<file path="src/rtl/ama_appr4_24bit_6appr.sv">
// ama_appr4_24bit_6appr
//   Approximate ripple-carry adder for error-tolerant datapaths. The low APPR_BITS
//   positions are built from Approximate Mirror Adder type 4 (AMA4) cells. The
//   remaining upper positions are exact full adders. Sum and carry-out are registered,
//   so the result appears one cycle after a qualified input.
//
// Ports
//   clk        in   1      rising-edge clock
//   rst_n      in   1      asynchronous active-low reset
//   A          in   WIDTH  operand A, unsigned
//   B          in   WIDTH  operand B, unsigned
//   Cin        in   1      carry-in to bit 0
//   in_valid   in   1      A/B/Cin qualified this cycle
//   S          out  WIDTH  registered approximate sum (wraps modulo 2^WIDTH)
//   Cout       out  1      registered carry-out of bit WIDTH-1
//   out_valid  out  1      S/Cout hold the result of a qualified input
module ama_appr4_24bit_6appr #(
    parameter int unsigned WIDTH     = 24,
    parameter int unsigned APPR_BITS = 6
) (
    input  logic             clk,
    input  logic             rst_n,
    input  logic [WIDTH-1:0] A,
    input  logic [WIDTH-1:0] B,
    input  logic             Cin,
    input  logic             in_valid,
    output logic [WIDTH-1:0] S,
    output logic             Cout,
    output logic             out_valid
);

    logic [WIDTH-1:0] s_d, s_q;
    logic             cout_d, cout_q;
    logic             valid_q;

    // Ripple chain. An AMA4 cell passes A[i] straight through as its carry, so the carry
    // into the first exact bit is simply A[APPR_BITS-1].
    always_comb begin
        logic c;
        c   = Cin;
        s_d = '0;
        for (int i = 0; i < int'(WIDTH); i++) begin
            if (i < int'(APPR_BITS)) begin
                s_d[i] = ~A[i] & (B[i] | c);
                c      = A[i];
            end else begin
                s_d[i] = A[i] ^ B[i] ^ c;
                c      = (A[i] & B[i]) | (c & (A[i] ^ B[i]));
            end
        end
        cout_d = c;
    end

    // Result registers load only on a qualified input; the valid flag follows in_valid.
    always_ff @(posedge clk or negedge rst_n) begin
        if (!rst_n) begin
            s_q     <= '0;
            cout_q  <= 1'b0;
            valid_q <= 1'b0;
        end else begin
            valid_q <= in_valid;
            if (in_valid) begin
                s_q    <= s_d;
                cout_q <= cout_d;
            end
        end
    end

    assign S         = s_q;
    assign Cout      = cout_q;
    assign out_valid = valid_q;

endmodule

</file>
<file path="config.mk">
export PLATFORM = sky130hd
export DESIGN_NAME = ama_appr4_24bit_6appr
export DESIGN_NICKNAME = d
export VERILOG_FILES = /design/src/rtl/ama_appr4_24bit_6appr.sv
export SDC_FILE = /design/constraint.sdc
export NUM_CORES = 1
export LEC_CHECK = 0
export BUFFER_PORTS_ARGS = -buffer_cell sky130_fd_sc_hd__buf_4
export CAP_MARGIN = 40
export CORE_ASPECT_RATIO = 0.8
export CORE_UTILIZATION = 45
export CTS_CLUSTER_DIAMETER = 60
export DETAILED_ROUTE_END_ITERATION = 6
export HOLD_SLACK_MARGIN = 0.06
export PLACE_DENSITY_LB_ADDON = 0.2
export SLEW_MARGIN = 20
export SYNTH_ARGS = -nofsm -noshare
export SYNTH_HDL_FRONTEND = slang
export SYNTH_SLANG_ARGS = --single-unit
</file>
<file path="constraint.sdc">
create_clock -name clk -period 1.65 [get_ports clk]
set_clock_uncertainty 0.15 [all_clocks]
set_input_delay 0.33 -clock clk [delete_from_list [all_inputs] [get_ports clk]]
set_output_delay 0.33 -clock clk [all_outputs]
set_load 0.05 [all_outputs]
</file>
# After elaboration in Yosys (flattened, before gate mapping)
# Cells that the tools add are included.
# word_totals
elab_cells	111
in_bits	52
reg_bits	26
n_memories	0
latch_bits	0
mem_bits_rw	0
romBits	0
out_inout_bits	26
# classes
bitwise_logic	108
multipliers	0
n_eq_ne	0
mux	0
add_sub_neg	0
n_div	0
shift	0
reduce_logical	0
magnitude_cmp	0
# op_table
op	n
AND 1 bit	42
bitwise XOR 1 bit	36
OR 1 bit	24
NOT 1 bit	6

# Logic depth before layout (Yosys ltp)
# Gate-level depths: netlist of the first run.
# depth
word_depth	37
mapped_depth	22
ltp_nobuf	22

# Least setup slack after synthesis of the first run
# Ideal clock, no wire load.
# synth_timing
kind	input-to-reg
startpoint	input port A[5]
endpoint	register s_q[23] (netlist: S[23])
setup_time_ns	0.079
path_buffers	0
t_arrival_ns	7.220
required_time_ns	1.421
setup_slack_ns	-5.799
path_stages	22
path_cell_list	fa_1 > fa_1 > fa_1 > inv_1 > fa_1 > inv_1 > fa_1 > fa_1 > fa_1 > fa_1 > fa_1 > fa_1 > fa_1 > fa_1 > fa_1 > fa_1 > fa_1 > fa_1 > fa_1 > inv_1 > fa_1 > mux2i_1
# synth_between
elab_chain_len	35
# synth_rtl
element	line_no	source
start, declared	23	input logic [WIDTH-1:0] A,
AND 1 bit	48	c = (A[i] & B[i]) | (c & (A[i] ^ B[i]));
OR 1 bit	48	
AND 1 bit	48	
OR 1 bit	48	
AND 1 bit	48	
OR 1 bit	48	
AND 1 bit	48	
OR 1 bit	48	
[... 19 more ...]	-	
OR 1 bit	48	
AND 1 bit	48	
OR 1 bit	48	
AND 1 bit	48	
OR 1 bit	48	
AND 1 bit	48	
OR 1 bit	48	
bitwise XOR 1 bit	47	s_d[i] = A[i] ^ B[i] ^ c;
end signal, assigned	57	s_q <= '0;
end signal, assigned	63	s_q <= s_d;
end, declared	32	logic [WIDTH-1:0] s_d, s_q;
# No other way between the ends.
# A chain may end at the register's enable or synchronous reset.

# Worst setup path in the final report of the first run
# Ends and elaborated chain as after synthesis.

==> impl_results.md, run 1 <==
- Status: finished, violations left
- Failing checks: negative setup slack
- I/O pin total: 78
- Final setup margin: -5210 ps
- Worst Hold Depth: 3
- Top cell type's share of synthesized area: 46.1%
- Sequential-to-total area share from yosys stat: 46.1%
- Initial DRC count: 52
- Setup TNS: -48940 ps
- Placed inst area: 0.00205 mm^2
- DRT Wirelength: 3.31 mm
- Pin count of the biggest net entering global routing: 33
- Tcrit/Tclk final: 416%
- Clock Sinks: 26
- R2R cell count: 1
- Die width: 64.6 um
- TritonCTS Buffers: 3
- P&R area growth vs syn: 52.7%
- Final Wtd Congestion: 0.709
- Rows: 17
- Clock Latency Late Sink: 260 ps
- Net count, final: 250
- Worst endpoint required time: 1690 ps
- Ant. Diodes: 0
- Max-Cap Viols: 0
- Unrepaired setup endpoints after global routing: yes
- Worst min path class: input pin to register
- Post-route ant nets: 0
- CTS tree: done
- Clk root buf: clkbuf_8
- Total die area: 0.00337 mm^2
- I/O Buffers: 77
- Vias: 1021
- Avg WL per Cell: 15.2 um
- Startpoint Class: input pin
- Slew @ Worst Pin: 439 ps
- Max Freq: 0.146 GHz
- Synth warn: 0
- Largest cells by area after synthesis: dfrtp_1, fa_1, mux2_2
- CTS max path bufs: 2
- Post-DP HPWL: 2.39 mm
- Core ar.: 0.00287 mm^2
- Global-route wire length before repair: 5.36 mm
- Post-synthesis cell area: 0.00141 mm^2
- GRT Overall Usage: 22.3%
- Initial antenna violation count: 0
- Minimum clock period: 6860 ps
- Final hold violation count: 0
- Residual DRC: 0
- Slew headroom: 70.7%
- Initial Utilization: 49.2%
- CP Capture Type: register
- Die H: 52.1 um
- Hold Slack: 178 ps
- Cell accounting for the most synthesized area: dfrtp_1
- Drt first pass iters: 4
- Final setup viols: 17
- Pwr/cell area: 1100 mW/mm^2
- #FFs+latches synth: 26
- CTS clk-pin slew, worst paths: 80 ps
- Htree depth: 1
- Vias in the first global route: 1152
- Critical path peak fanout: 2
- WP data arrival: 6900 ps
- Fin. max-slew vios: 0
- Mapped Cells: 100
- Crit Path Category: input pin to register
- Yosys cell types: 11
- Ratio of cells with drive above 1 in the final layout: 65.4%
- Place WS: -5510 ps
- P_leak: 1.06 nW
- Finished Core Util: 75.1%
- Placed Cells: 212
- Fin area: 0.00216 mm^2
- Synthesized net count: 170
- Tot Pwr: 2.37 mW
- Post-route insts no fill: 217
- GRT overflow: 0
- Syn Area/Cell: 14.1 um^2
- VDD IR max: 0.569 mV
- DR vias/cell: 4.71
-- repair_timing --
item                                    in CTS  in global routing
endpoints found under the setup margin      17                 17
endpoints found under the hold margin       26                  0
pin swaps                                    1                  0
gates resized for setup                     12                  1
buffers inserted                             0                  0
hold buffers                                 1                  0
-- cells by family after synthesis --
| kind of cell | count (synthesis) | share of synthesized area (%) |
|---|---|---|
| multiplexers | 19 | 15.1 |
| buffers and inverters | 19 | 6.38 |
| adder cells (fa/ha/maj) | 18 | 25.5 |
| AND/OR/NAND/NOR | 12 | 4.25 |
| AO/OA/AOI/OAI | 6 | 2.66 |
| flip-flops | 26 | 46.1 |
-- registers in the layout, summed over array words and instances, names as in the netlist --
signal,count
out_valid,1
S,24
Cout,1
-- worst paths after layout --
check / start / end / slack, ps
min in group asynchronous: rst_n / S[14] / 360
max reg2reg: S[11] / S[11] / 700
min reg2reg: S[20] / S[20] / 360
min: B[0] / S[0] / 180
max: A[5] / S[23] / -5210
max in group asynchronous: rst_n / S[2] / 740
-- synthesized netlist by cell type --
cell type	number
inv_1	16
dfrtp_1	26
mux2_4	1
mux2i_1	3
nor2_1	6
o22ai_1	6
fa_1	18
mux2_2	15
nand2b_1	6
buf_6	2
buf_4	1
-- critical path, cell delays in order --
cell,delay [ps]
buf_8,100
fa_2,380
fa_2,350
fa_2,350
inv_2,70
fa_2,190
inv_2,40
fa_2,340
fa_2,370
fa_2,350
fa_2,350
fa_2,340
fa_2,340
fa_2,350
fa_2,340
fa_2,340
fa_2,340
fa_2,340
fa_2,340
fa_2,340
inv_2,60
fa_1,400
mux2i_1,130
-- layout by cell type, fill, tap and decap left out, drive strengths merged --
cell,count
buf,77
clkbuf,4
dfrtp,26
dlygate4sd3,1
fa,18
inv,16
mux2,16
mux2i,3
nand2b,6
nor2,6
o22ai,6
-- layout make-up --
cell class | instances | area (um^2)
clock buffers | 4 | 55.1
fillers | 194 | 714
inverters | 16 | 60.1
multi-input cells | 55 | 748
flip-flops and latches | 26 | 651
well taps | 38 | 47.5
repair buffers | 78 | 596
-- routing by layer --
layer,vias up,wire [um],track usage (%)
li1,471,-,-
met5,-,0,0
met1,512,1200,23.7
met2,36,1900,43.9
met3,2,193,6.14
met4,0,10,5.19
-- power breakdown --
part           internal [mW]  total, mW  leakage, nW  switching, mW
sequential             0.764      0.837        0.309         0.0732
combinational          0.441       1.13        0.724          0.687
clock                  0.213      0.400       0.0288          0.187
Note: power is estimated with default switching activity, not from simulation.
==> inputs of run 2 (changes only) <==
CORE_UTILIZATION = 47   (was 45)
RECOVER_POWER = 50   (was default)
==> run 2 against run 1 <==
The run still ends with negative setup slack left; register-to-register slack is essentially flat; total power rose by 0.22%; maximum frequency up 0.24%; critical path type unchanged; largest power group unchanged.
==> impl_results.md, run 2 (synthesis results as in run 1) <==
- Htree depth: 1
- Total die area: 0.00323 mm^2
- Drt first pass iters: 4
- Final hold violation count: 0
- TritonCTS Buffers: 3
- Fin. max-slew vios: 0
- Max Freq: 0.146 GHz
- Clk root buf: clkbuf_8
- Vias: 1017
- Ant. Diodes: 0
- Critical path peak fanout: 2
- Residual DRC: 0
- GRT overflow: 0
- Max-Cap Viols: 0
- Slew @ Worst Pin: 628 ps
- Crit-path most repeated cell: fa_2
- Vias in the first global route: 1131
- Largest register FFs: 24
- Int Pwr: 1.43 mW
- Pwr/cell area: 1090 mW/mm^2
- Minimum clock period: 6840 ps
- Initial Utilization: 50.3%
- Post-DP HPWL: 2.50 mm
- Global-route wire length before repair: 5.33 mm
- Setup TNS: -48450 ps
- Sw frac: 39.9%
- DRT Wirelength: 3.18 mm
- Post-route insts no fill: 217
- Tcrit/Tclk final: 415%
- Die width: 63.3 um
- Failing checks: negative setup slack
- Placed Cells: 212
- Worst endpoint required time: 1700 ps
- Tot Pwr: 2.37 mW
- Final setup margin: -5190 ps
- Net count, final: 250
- Core ar.: 0.00281 mm^2
- CTS clk-pin slew, worst paths: 90 ps
- CP Capture Type: register
- Die H: 51.0 um
- Commonest non-fill, non-tap cell in the layout: buf_4
- Initial antenna violation count: 0
- Commonest non-fill, non-tap cells in the layout: buf_4, dfrtp_1, fa_2
- Ratio of cells with drive above 1 in the final layout: 65.4%
- Clock group share of total power: 17.0%
- Sw Pwr: 0.946 mW
- CTS tree: done
- I/O pin total: 78
- Startpoint Class: input pin
- Clock Latency Late Sink: 260 ps
- Final setup viols: 17
- VDD IR max: 0.706 mV
- Comb pwr share: 47.7%
- P_leak: 1.07 nW
- Post-route ant nets: 0
- Rows: 17
- P&R area growth vs syn: 53.3%
- GRT Overall Usage: 22.7%
- CTS max path bufs: 2
- Pin count of the biggest net entering global routing: 33
- CP peak stage delay: 390 ps
- Final Wtd Congestion: 0.667
- CP cell instances: buf_8 -> fa_2 -> fa_2 -> fa_2 -> inv_2 -> fa_2 -> inv_2 -> fa_2 -> fa_2 -> fa_2 -> fa_2 -> fa_2 -> fa_2 -> fa_2 -> fa_2 -> fa_2 -> fa_2 -> fa_2 -> fa_2 -> fa_2 -> inv_2 -> fa_1 -> mux2i_1
- Clock Sinks: 26
- Unrepaired setup endpoints after global routing: yes
- Status: finished, violations left
- Crit Path Category: input pin to register
- DR vias/cell: 4.69
- Avg WL per Cell: 14.6 um
- Slowest stage cell, crit path: fa_1
- Slew headroom: 58.2%
- Initial DRC count: 36
- Worst min path class: input pin to register
- Place WS: -5530 ps
- Seq pwr share: 35.2%
- WP data arrival: 6890 ps
- I/O Buffers: 77
run 2: changes by cell type in the layout (fill, tap and decap cells not counted), sizes merged:
cell and change:
buf -1, clkbuf +1
run 2: what timing repair did:
| action | in CTS | in global routing |
|---|---|---|
| hold endpoints to repair | 26 | 0 |
| buffers inserted | 0 | 0 |
| resized for setup | 12 | 4 |
| pin swaps | 1 | 0 |
| setup endpoints to repair | 17 | 17 |
| gates cloned | 0 | 0 |
| hold buffers | 1 | 0 |
run 2: cell type report:
type / count / area [um^2]
clock buffers: 4 / 55.1
fillers: 209 / 642
inverters: 16 / 60.1
multi-input cells: 55 / 759
flip-flops and latches: 26 / 651
well taps: 38 / 47.5
repair buffers: 78 / 593
run 2: worst max-delay path: cells and delay by family:
kind | cells | cell delay (ps)
buf+inv | 4 | 260
fa+ha+maj | 18 | 6160
mux | 1 | 130
run 2: final timing paths:
path	start	end	slack [ps]	cells after the start
max	A[5]	S[23]	-5190	23
min	B[4]	S[4]	170	3
max reg2reg	S[22]	S[22]	710	1
min reg2reg	S[19]	S[19]	360	1
max in group asynchronous	rst_n	S[5]	490	2
min in group asynchronous	rst_n	S[18]	450	2
run 2: power groups by stage:
stage                     Sequential (mW)  Clock, mW  Combinational (mW)
final                               0.835      0.404                1.13
after global routing                0.853      0.441                1.20
after CTS                           0.834      0.413                1.13
after detailed placement            0.843          0                1.08
after global placement              0.838          0                1.04
after floorplan                      1.29          0               0.223
run 2: layer usage:
layer	wire length (um)	part of all wire (%)	track usage, %
met1	1230	39	25.7
met4	21	0.66	4.55
met5	0	0	0
met2	1720	54	43.0
met3	202	6.4	6.47
run 2: through the flow:
step	hold WS (ps)	cell area (um^2)	util (%)
detailed placement	104	2050	73.0
global route	184	2170	77.1
floorplan	-116	1450	-
finish	174	2170	77.1
CTS	173	2150	76.7
global placement	107	2050	73.0
==> inputs of run 3 (changes only) <==
CORE_UTILIZATION = 49   (was 47)
CTS_BUF_LIST = sky130_fd_sc_hd__clkbuf_4   (was default)
==> run 3 against run 2 <==
The flow still finishes with violations (negative setup slack); maximum frequency rose by 0.28%; critical path type unchanged; die area down 3.9%; largest power group unchanged; flip-flop and latch count did not move.
==> impl_results.md, run 3 (synthesis results as in run 1) <==
- Hold Crit Start: B[0]
- R2R cell count: 1
- Minimum clock period: 6820 ps
- Initial antenna violation count: 0
- Hold EP: S[0]
- CTS clk-pin slew, worst paths: 140 ps
- Reg2Reg Setup Slack: 720 ps
- CP peak stage delay: 390 ps
- Vias: 1017
- P&R area growth vs syn: 50.8%
- Critical Path Source: A[5]
- Worst min path class: input pin to register
- Post-DP HPWL: 2.37 mm
- Fin area: 0.00213 mm^2
- Die H: 50.0 um
- Reg2reg end: S[19]
- Initial Utilization: 51.5%
- Total die area: 0.00310 mm^2
- Commonest non-fill, non-tap cell in the layout: buf_4
- DRT Wirelength: 2.92 mm
- Unrepaired setup endpoints after global routing: yes
- WP data arrival: 6910 ps
- Final setup margin: -5170 ps
- Pin count of the biggest net entering global routing: 33
- Critical path peak fanout: 2
- Ratio of cells with drive above 1 in the final layout: 64.8%
- Drt first pass iters: 4
- Slew headroom: 57.9%
- Core ar.: 0.00274 mm^2
- Slew @ Worst Pin: 631 ps
- FILL cells: 186
- Worst Hold Depth: 3
- Residual DRC: 0
- CTS tree: done
- CP cell instances: buf_8 -> fa_2 -> fa_2 -> fa_2 -> inv_2 -> fa_2 -> inv_2 -> fa_2 -> fa_2 -> fa_2 -> fa_2 -> fa_2 -> fa_2 -> fa_2 -> fa_2 -> fa_2 -> fa_2 -> fa_2 -> fa_2 -> fa_2 -> inv_2 -> fa_1 -> mux2i_1
- CP Capture Type: register
- Slowest stage cell, crit path: fa_1
- VDD IR max: 0.835 mV
- Final Wtd Congestion: 0.697
- Die width: 62.0 um
- Status: finished, violations left
- Rows: 17
- Largest register FFs: 24
- Final setup viols: 17
- Htree depth: 1
- Clock Latency Late Sink: 310 ps
- Post-route ant nets: 0
- I/O pin total: 78
- Clock Sinks: 26
- FF-to-FF Start: S[19]
- DR vias/cell: 4.69
- Placed inst area: 0.00205 mm^2
- P_leak: 1.05 nW
- Hold Slack: 113 ps
- Fin. max-slew vios: 0
- GRT Overall Usage: 20.7%
- Failing checks: negative setup slack
- Pwr/cell area: 1040 mW/mm^2
- Vias in the first global route: 1055
- Worst endpoint required time: 1740 ps
- Global-route wire length before repair: 4.48 mm
- I/O Buffers: 77
- Commonest non-fill, non-tap cells in the layout: buf_4, dfrtp_1, fa_2
- CTS max path bufs: 2
- Placed Cells: 212
- Finished Core Util: 77.6%
- Ant. Diodes: 0
- Crit Path Category: input pin to register
- Startpoint Class: input pin
- TritonCTS Buffers: 3
- Max Freq: 0.147 GHz
- Tcrit/Tclk final: 413%
- Initial DRC count: 29
- Crit-path most repeated cell: fa_2
- Net count, final: 250
- GRT overflow: 0
- Post-route insts no fill: 217
- Final hold violation count: 0
- Avg WL per Cell: 13.5 um
- Clk root buf: clkbuf_4
- Max-Cap Viols: 0
run 3: cell types whose count changed in the layout (fill, tap and decap cells not counted), sizes merged:
cell and change:
clkinv +1, clkbuf -1
run 3: worst max path at each step:
stage	end	slack [ps]
finish	S[23]	-5170
floorplan	S[23]	-5210
detailed placement	S[23]	-5580
global placement	S[23]	-5450
global route	S[23]	-5320
CTS	S[23]	-5190
run 3: worst max-delay path: cells and delay by family:
family,cells,cell delay [ps]
fa+ha+maj,18,6170
buf+inv,4,260
mux,1,140
run 3: stage by stage:
stage | TNS, ps | power (mW) | worst slack [ps]
after CTS | -47890 | 2.25 | -5190
final | -47820 | 2.21 | -5170
after global routing | -49260 | 2.33 | -5320
after detailed placement | -54680 | 1.92 | -5580
after global placement | -53470 | 1.89 | -5450
after floorplan | -49670 | 1.51 | -5210
run 3: layer usage:
layer  GRT usage, %  wire length, um  part of all wire (%)  up-vias
met4           5.93               24                  0.82        0
met3           6.82              191                   6.5        4
met1           23.0             1100                    38      501
met2           36.5             1600                    55       38
li1               -                -                     -      474
met5              0                0                     0        -
run 3: layout make-up:
cell class	count	area [um^2]	share of cell area, %
clock buffers	3	22.5	1.06
clock inverters	1	3.75	0.176
inverters	16	60.1	2.82
multi-input cells	55	752	35.3
flip-flops and latches	26	651	30.6
well taps	38	47.5	2.23
repair buffers	78	593	27.8
run 3: power by group:
| part | total (mW) | internal (mW) | switching [mW] |
|---|---|---|---|
| logic | 1.12 | 0.441 | 0.675 |
| clock network | 0.265 | 0.0885 | 0.176 |
| registers | 0.834 | 0.763 | 0.0713 |
| total | 2.21 | 1.29 | 0.922 |
run 3: timing repair:
item,CTS,global route
pin swaps,1,0
setup buffers,0,0
gates cloned,0,0
setup endpoints to repair,17,17
endpoints found under the hold margin,26,0
hold buffers,1,0
resized for setup,13,1
